<file path="src/rtl/mealy_seq_pkg.sv">
// Shared types and default widths for the Mealy detector sequencer.
// The optional loop feature (MEALY_SEQ_LOOP_EN) is handled in the top module.
package mealy_seq_pkg;

  localparam int DEF_PAT_W = 8;
  localparam int DEF_LEN_W = 4;
  localparam int DEF_CNT_W = 4;

  localparam logic [DEF_CNT_W-1:0] DEF_CNT_MAX = '1;

  typedef enum logic [1:0] {
    IDLE = 2'd0,
    RST  = 2'd1,
    RUN  = 2'd2,
    DONE = 2'd3
  } seq_state_e;

endpackage

</file>
<file path="src/rtl/mealy_seq_ctrl_if.sv">
// Host-side bus of the sequencer: configuration, start/busy/done handshake and results.
// The master modport belongs to the host; the slave modport belongs to the sequencer.
interface mealy_seq_ctrl_if #(
  parameter int PAT_W = 8,
  parameter int LEN_W = 4,
  parameter int CNT_W = 4
);
  logic             cfg_valid;
  logic [PAT_W-1:0] cfg_pat;
  logic [LEN_W-1:0] cfg_len;
  logic             start;
  logic             busy;
  logic             done;
  logic [PAT_W-1:0] z_trace;
  logic [CNT_W-1:0] hit_cnt;

  modport master (
    output cfg_valid, cfg_pat, cfg_len, start,
    input  busy, done, z_trace, hit_cnt
  );

  modport slave (
    input  cfg_valid, cfg_pat, cfg_len, start,
    output busy, done, z_trace, hit_cnt
  );
endinterface

</file>
<file path="src/rtl/mealy_seq_sat_cnt.sv">
// Saturating up-counter with synchronous clear; holds at all-ones.
// Clear has priority over increment.
module mealy_seq_sat_cnt #(
  parameter int CNT_W = 4
) (
  input  logic             clk,
  input  logic             rst_n,
  input  logic             clr_i,
  input  logic             inc_i,
  output logic [CNT_W-1:0] cnt_o
);

  logic [CNT_W-1:0] cnt_q, cnt_d;

  always_comb begin
    cnt_d = cnt_q;
    if (clr_i) begin
      cnt_d = '0;
    end else if (inc_i && (cnt_q != '1)) begin
      cnt_d = cnt_q + CNT_W'(1);
    end
  end

  always_ff @(posedge clk) begin
    if (!rst_n) cnt_q <= '0;
    else        cnt_q <= cnt_d;
  end

  assign cnt_o = cnt_q;

endmodule

</file>
<file path="src/rtl/mealy_seq_ctrl.sv">
// Sequencer that resets the serial Mealy detector, streams a pattern LSB first and records its output.
// Define MEALY_SEQ_LOOP_EN to add the loop input (DONE re-enters RST while loop is high).
//
// state | meaning
// IDLE  | waiting for start; cfg_valid latches pattern/length
// RST   | detector held in reset for one cycle
// RUN   | one pattern bit per cycle on fsm_x, fsm_z sampled each edge
// DONE  | one-cycle done pulse
module mealy_seq_ctrl
  import mealy_seq_pkg::*;
#(
  parameter int PAT_W = DEF_PAT_W,
  parameter int LEN_W = DEF_LEN_W,
  parameter int CNT_W = DEF_CNT_W
) (
  input  logic                 clk,
  input  logic                 rst_n,
`ifdef MEALY_SEQ_LOOP_EN
  input  logic                 loop,
`endif
  mealy_seq_ctrl_if.slave      bus,
  output logic                 fsm_rst_n,
  output logic                 fsm_x,
  input  logic                 fsm_z
);

  localparam int IDX_W = (PAT_W > 1) ? $clog2(PAT_W) : 1;

  seq_state_e       state_q, state_d;
  logic [PAT_W-1:0] pat_q, pat_d;
  logic [LEN_W-1:0] len_q, len_d;
  logic [LEN_W-1:0] idx_q, idx_d;
  logic [PAT_W-1:0] z_trace_q, z_trace_d;
  logic             cnt_clr, cnt_inc;
  logic             busy, done;
  logic             loop_en;

`ifdef MEALY_SEQ_LOOP_EN
  assign loop_en = loop;
`else
  assign loop_en = 1'b0;
`endif

  always_comb begin
    state_d   = state_q;
    pat_d     = pat_q;
    len_d     = len_q;
    idx_d     = idx_q;
    z_trace_d = z_trace_q;
    cnt_clr   = 1'b0;
    cnt_inc   = 1'b0;
    fsm_x     = 1'b0;
    busy      = 1'b0;
    done      = 1'b0;
    case (state_q)
      IDLE: begin
        if (bus.cfg_valid) begin
          pat_d = bus.cfg_pat;
          len_d = (bus.cfg_len > LEN_W'(PAT_W)) ? LEN_W'(PAT_W) : bus.cfg_len;
        end
        if (bus.start) begin
          state_d   = RST;
          z_trace_d = '0;
          idx_d     = '0;
          cnt_clr   = 1'b1;
        end
      end
      RST: begin
        busy    = 1'b1;
        idx_d   = '0;
        state_d = (len_q == '0) ? DONE : RUN;
      end
      RUN: begin
        busy    = 1'b1;
        fsm_x   = pat_q[idx_q[IDX_W-1:0]];
        z_trace_d[idx_q[IDX_W-1:0]] = fsm_z;
        cnt_inc = fsm_z;
        idx_d   = idx_q + LEN_W'(1);
        if (idx_q == len_q - LEN_W'(1)) state_d = DONE;
      end
      DONE: begin
        done    = 1'b1;
        // looping keeps hit_cnt accumulating; z_trace is simply overwritten next pass
        state_d = loop_en ? RST : IDLE;
      end
      default: state_d = IDLE;
    endcase
  end

  always_ff @(posedge clk) begin
    if (!rst_n) begin
      state_q   <= IDLE;
      pat_q     <= '0;
      len_q     <= '0;
      idx_q     <= '0;
      z_trace_q <= '0;
    end else begin
      state_q   <= state_d;
      pat_q     <= pat_d;
      len_q     <= len_d;
      idx_q     <= idx_d;
      z_trace_q <= z_trace_d;
    end
  end

  mealy_seq_sat_cnt #(.CNT_W(CNT_W)) u_hit_cnt (
    .clk   (clk),
    .rst_n (rst_n),
    .clr_i (cnt_clr),
    .inc_i (cnt_inc),
    .cnt_o (bus.hit_cnt)
  );

  // detector also sits in reset whenever the sequencer itself is reset
  assign fsm_rst_n   = rst_n & (state_q != RST);
  assign bus.busy    = busy;
  assign bus.done    = done;
  assign bus.z_trace = z_trace_q;

endmodule

</file>
<file path="src/flat_wrapper.sv">
// flat-port wrapper written by rule: the top's interface ports become plain ports
module mealy_seq_ctrl_flat import mealy_seq_pkg::*;
#(
  parameter int PAT_W = DEF_PAT_W,
  parameter int LEN_W = DEF_LEN_W,
  parameter int CNT_W = DEF_CNT_W
)
  (clk, rst_n, fsm_rst_n, fsm_x, fsm_z, bus_cfg_valid, bus_cfg_pat, bus_cfg_len, bus_start, bus_busy, bus_done, bus_z_trace, bus_hit_cnt);
  mealy_seq_ctrl_if #(.PAT_W(PAT_W), .LEN_W(LEN_W), .CNT_W(CNT_W)) bus_i ();
  input  logic clk;
  input  logic rst_n;
  output logic fsm_rst_n;
  output logic fsm_x;
  input  logic fsm_z;
  input wire logic [$bits(bus_i.cfg_valid)-1:0] bus_cfg_valid;
  input wire logic [$bits(bus_i.cfg_pat)-1:0] bus_cfg_pat;
  input wire logic [$bits(bus_i.cfg_len)-1:0] bus_cfg_len;
  input wire logic [$bits(bus_i.start)-1:0] bus_start;
  output wire logic [$bits(bus_i.busy)-1:0] bus_busy;
  output wire logic [$bits(bus_i.done)-1:0] bus_done;
  output wire logic [$bits(bus_i.z_trace)-1:0] bus_z_trace;
  output wire logic [$bits(bus_i.hit_cnt)-1:0] bus_hit_cnt;
  assign bus_i.cfg_valid = bus_cfg_valid;
  assign bus_i.cfg_pat = bus_cfg_pat;
  assign bus_i.cfg_len = bus_cfg_len;
  assign bus_i.start = bus_start;
  assign bus_busy = bus_i.busy;
  assign bus_done = bus_i.done;
  assign bus_z_trace = bus_i.z_trace;
  assign bus_hit_cnt = bus_i.hit_cnt;
  mealy_seq_ctrl #(.PAT_W(PAT_W), .LEN_W(LEN_W), .CNT_W(CNT_W)) u_core (.clk(clk), .rst_n(rst_n), .bus(bus_i), .fsm_rst_n(fsm_rst_n), .fsm_x(fsm_x), .fsm_z(fsm_z));
endmodule
</file>
<file path="config.mk">
export PLATFORM = sky130hd
export DESIGN_NAME = mealy_seq_ctrl_flat
export DESIGN_NICKNAME = d
export VERILOG_FILES = /design/src/rtl/mealy_seq_pkg.sv /design/src/rtl/mealy_seq_ctrl_if.sv /design/src/rtl/mealy_seq_sat_cnt.sv /design/src/rtl/mealy_seq_ctrl.sv /design/src/flat_wrapper.sv
export SDC_FILE = /design/constraint.sdc
export NUM_CORES = 1
export LEC_CHECK = 0
export ABC_AREA = 1
export CAP_MARGIN = 25
export CELL_PAD_IN_SITES_DETAIL_PLACEMENT = 0
export CELL_PAD_IN_SITES_GLOBAL_PLACEMENT = 1
export CORE_AREA = 2 2 72 67
export DETAILED_ROUTE_END_ITERATION = 10
export DIE_AREA = 0 0 74 69
export GPL_TIMING_DRIVEN = 1
export PLACE_DENSITY_LB_ADDON = 0.1
export SYNTH_ARGS = -nofsm -noshare
export SYNTH_HDL_FRONTEND = slang
export SYNTH_SLANG_ARGS = --single-unit
</file>
<file path="constraint.sdc">
create_clock -name clk -period 4.35 [get_ports clk]
set_clock_uncertainty 0.1 [all_clocks]
set_input_delay 0.87 -clock clk [delete_from_list [all_inputs] [get_ports clk]]
set_output_delay 0.87 -clock clk [all_outputs]
set_load 0.01 [all_outputs]
</file>
==> impl_metrics.tcl <==
set metrics [dict create \
    synth_top_area_frac 0.3765 \
    fin_crit_ns 3.206 \
    tightest_slew_ns 0.4279 \
    setup_violations 0 \
    yosysWarnings 0 \
    reg2reg_depth 6 \
    register_area_um2 600.6 \
    crit_type "primary input to output pin" \
    n_antenna_cell 0 \
    total_power_mw 0.9417 \
    hold_violations 0 \
    syn_area_per_cell_um2 7.059 \
    cts_resized 0 \
    ys_ff_latch 30 \
    post-route-period-util 0.7370 \
    place_area_um2 1953 \
    drtAntennaViolNets 0 \
    clock_latency_ns 0.28 \
    min_path_type "flop to flop" \
    cap_violations 0 \
    viasPerCell 4.537 \
    synthArstFlopShare 0 \
    reg2reg_from "u_core.state_q[0]" \
    grt_max_degree 15 \
    syn-cell-area_um2 1595 \
    hold_start "u_core.bus.z_trace[5]" \
    path_cells "clkdlybuf4s50_1 > inv_1 > nor2_1 > clkdlybuf4s50_1" \
    cpMaxStageDelayCell "clkdlybuf4s50_1" \
    p_per_area_nw_per_um2 464.0 \
    cts_tree "done" \
    cts.sinks 30 \
    final_nets 284 \
    ir_worst_vdd_uv 199.8 \
    post-cts-setup-buffers 0 \
    r2r_end "u_core.len_q[1]" \
    die_y_um 69 \
    dieArea_um2 5106 \
    cellLeakagePower_nw 0.8120 \
    yosys.area.top_type "dfxtp_1" \
    ios 33 \
    synth_cell_types 29 \
    multiInputGateArea_um2 845.8 \
    arrival_ns 2.24 \
    yosysSeqAreaShare 0.3765 \
    synth_area_leaders "dfxtp_1 38%, nand2_1 12%, nor2_1 7.5%, o21ai_0 5.6%, ha_1 5.5%" \
    clk_path_buf_depth 2 \
    relSlewSlack 0.7144 \
    wl_per_cell_um 10.96 \
    hpwl_um 2758 \
    cp_max_fo 13 \
    start_util 0.3671 \
    required_ns 3.38 \
    vias 1461 \
    grt_pass1_wl_um 6134 \
    synth_most_common_cell "nand2_1" \
    crit_family "buffers and inverters" \
    postCtsHoldBufs 0 \
    crit_path_start_kind "primary input" \
    rsz0062_at_grt "false" \
    post-route-util 0.4670 \
    drt_iter0_markers 37 \
    core_um2 4345 \
    dr.pass1.iters 4 \
    final_cell_area_um2 2029 \
    die_w_um 74 \
    antenna_found_initial 0 \
    holdPathEnd "u_core.bus.z_trace[5]" \
    cpPeakStageDelay_ns 0.54 \
    wl_um 3529 \
    rrSetupSlack_ns 2.53 \
    finalSetupTns_ns 0 \
    grt_overflow_total 0 \
    slew_violations 0 \
    synthTopCellsByCount "53 x nand2_1, 32 x nor2_1, 30 x dfxtp_1" \
    synth_enable_flop_cells 0 \
    path_clk_slew_ns 0.06 \
    rows 23 \
    synth_nets 250 \
    numCtsBuffers 5 \
    area_growth_pct 27.22 \
    critical_path_buf_inv_count 3 \
    synthFlopType "dfxtp_1" \
    synth_cells 226 \
    fmax_mhz 311.9 \
    remaining_drc_errors 0 \
    grt_usage 0.1528 \
    fill_cells 458 \
    hold_ws_ns 0.3615 \
    port_buffers 32 \
    drive_above_1_share 0.08846 \
    grt_pass1_vias 1357 \
    critPathMostFrequentCell "clkdlybuf4s50_1" \
    cp-end-kind "output pin" \
    outcome "completed" \
    holdPathStages 2 \
    place_congestion 0.7910 \
    h-tree-depth 2 \
    root_buffer "clkbuf_8" \
]
## through the flow
stage | worst slack, ns | std cells
2_1_floorplan | 2.048 | 226
3_3_place_gp | 1.139 | 315
3_5_place_dp | 1.127 | 315
4_1_cts | 1.121 | 322
5_1_grt | 1.061 | 322
6_report | 1.144 | 322
## per-layer routing
| layer | vias up | wire length, µm | share of wire | global-route usage |
|---|---|---|---|---|
| met5 | - | 0 | 0 | 0 |
| met4 | 0 | 41 | 0.012 | 0.03636 |
| met3 | 5 | 217 | 0.061 | 0.05556 |
| met2 | 37 | 1475 | 0.42 | 0.2163 |
| met1 | 623 | 1794 | 0.51 | 0.2197 |
| li1 | 796 | - | - | - |
## cells by family (layout without fill, tap and decap cells)
group / Yosys count / in the layout / share of synthesized area
flip-flops: 30 / 30 / 0.3765
AND/OR/NAND/NOR: 113 / 113 / 0.3043
AO/OA/AOI/OAI: 44 / 44 / 0.1655
XOR/XNOR: 1 / 1 / 0.005491
buffers and inverters: 31 / 65 / 0.09333
adder cells (fa/ha/maj): 7 / 7 / 0.05490
## area by class of cell
type | count | share of cell area
clock buffers | 7 | 0.03761
inverters | 25 | 0.04994
multi-input cells | 165 | 0.4168
flip-flops and latches | 30 | 0.2959
well taps | 62 | 0.03822
repair buffers | 33 | 0.1615
## placed cells by master, fill, tap and decap left out
cell	instances
o21ai_4	1
o21a_1	1
xnor2_1	1
o21ai_0	18
a221oi_1	1
a211oi_2	1
nand3_1	9
clkdlybuf4s50_1	32
buf_4	1
inv_6	1
clkbuf_8	5
nor2_1	32
clkbuf_1	2
o21ai_2	1
a22oi_1	5
a21oi_1	15
inv_4	1
or2_0	1
ha_1	7
dfxtp_1	30
a211oi_1	1
nor3_2	1
nor2_4	2
nand2_2	3
inv_2	3
nor3_1	9
nor2_2	3
nand2_1	53
inv_1	20
## worst max path at each step
stage	from	endpoint	slack (ns)	depth (start not counted)
after floorplan	rst_n	fsm_rst_n	2.05	3
after global placement	rst_n	fsm_rst_n	1.14	4
after detailed placement	rst_n	fsm_rst_n	1.13	4
after CTS	rst_n	fsm_rst_n	1.12	4
after global routing	u_core.idx_q[1]	fsm_x	1.06	6
final	rst_n	fsm_rst_n	1.14	4
## where the power goes
group / leakage [nW] / total, mW / internal [mW] / switching (mW)
clock network: 0.0383 / 0.208 / 0.110 / 0.0986
registers: 0.245 / 0.365 / 0.318 / 0.0473
logic: 0.529 / 0.368 / 0.146 / 0.222
total: 0.812 / 0.942 / 0.574 / 0.368
## state kept, by name, indices dropped and copies added (netlist names)
name,flops
u_core.bus.z_trace,8
u_core.pat_q,8
u_core.idx_q,4
u_core.len_q,4
u_core.u_hit_cnt.cnt_o,4
u_core.state_q,2
## worst reg2reg max path, delay by kind of cell (launching register included)
kind	cells	cell delay, ns
DFF	1	0.35
adders and majority gates	1	0.33
AOI/OAI and AO/OA	1	0.11
and+or+nand+nor	3	0.75
buffers and inverters	1	0.12
No activity file was read; power rests on OpenSTA's default activity.
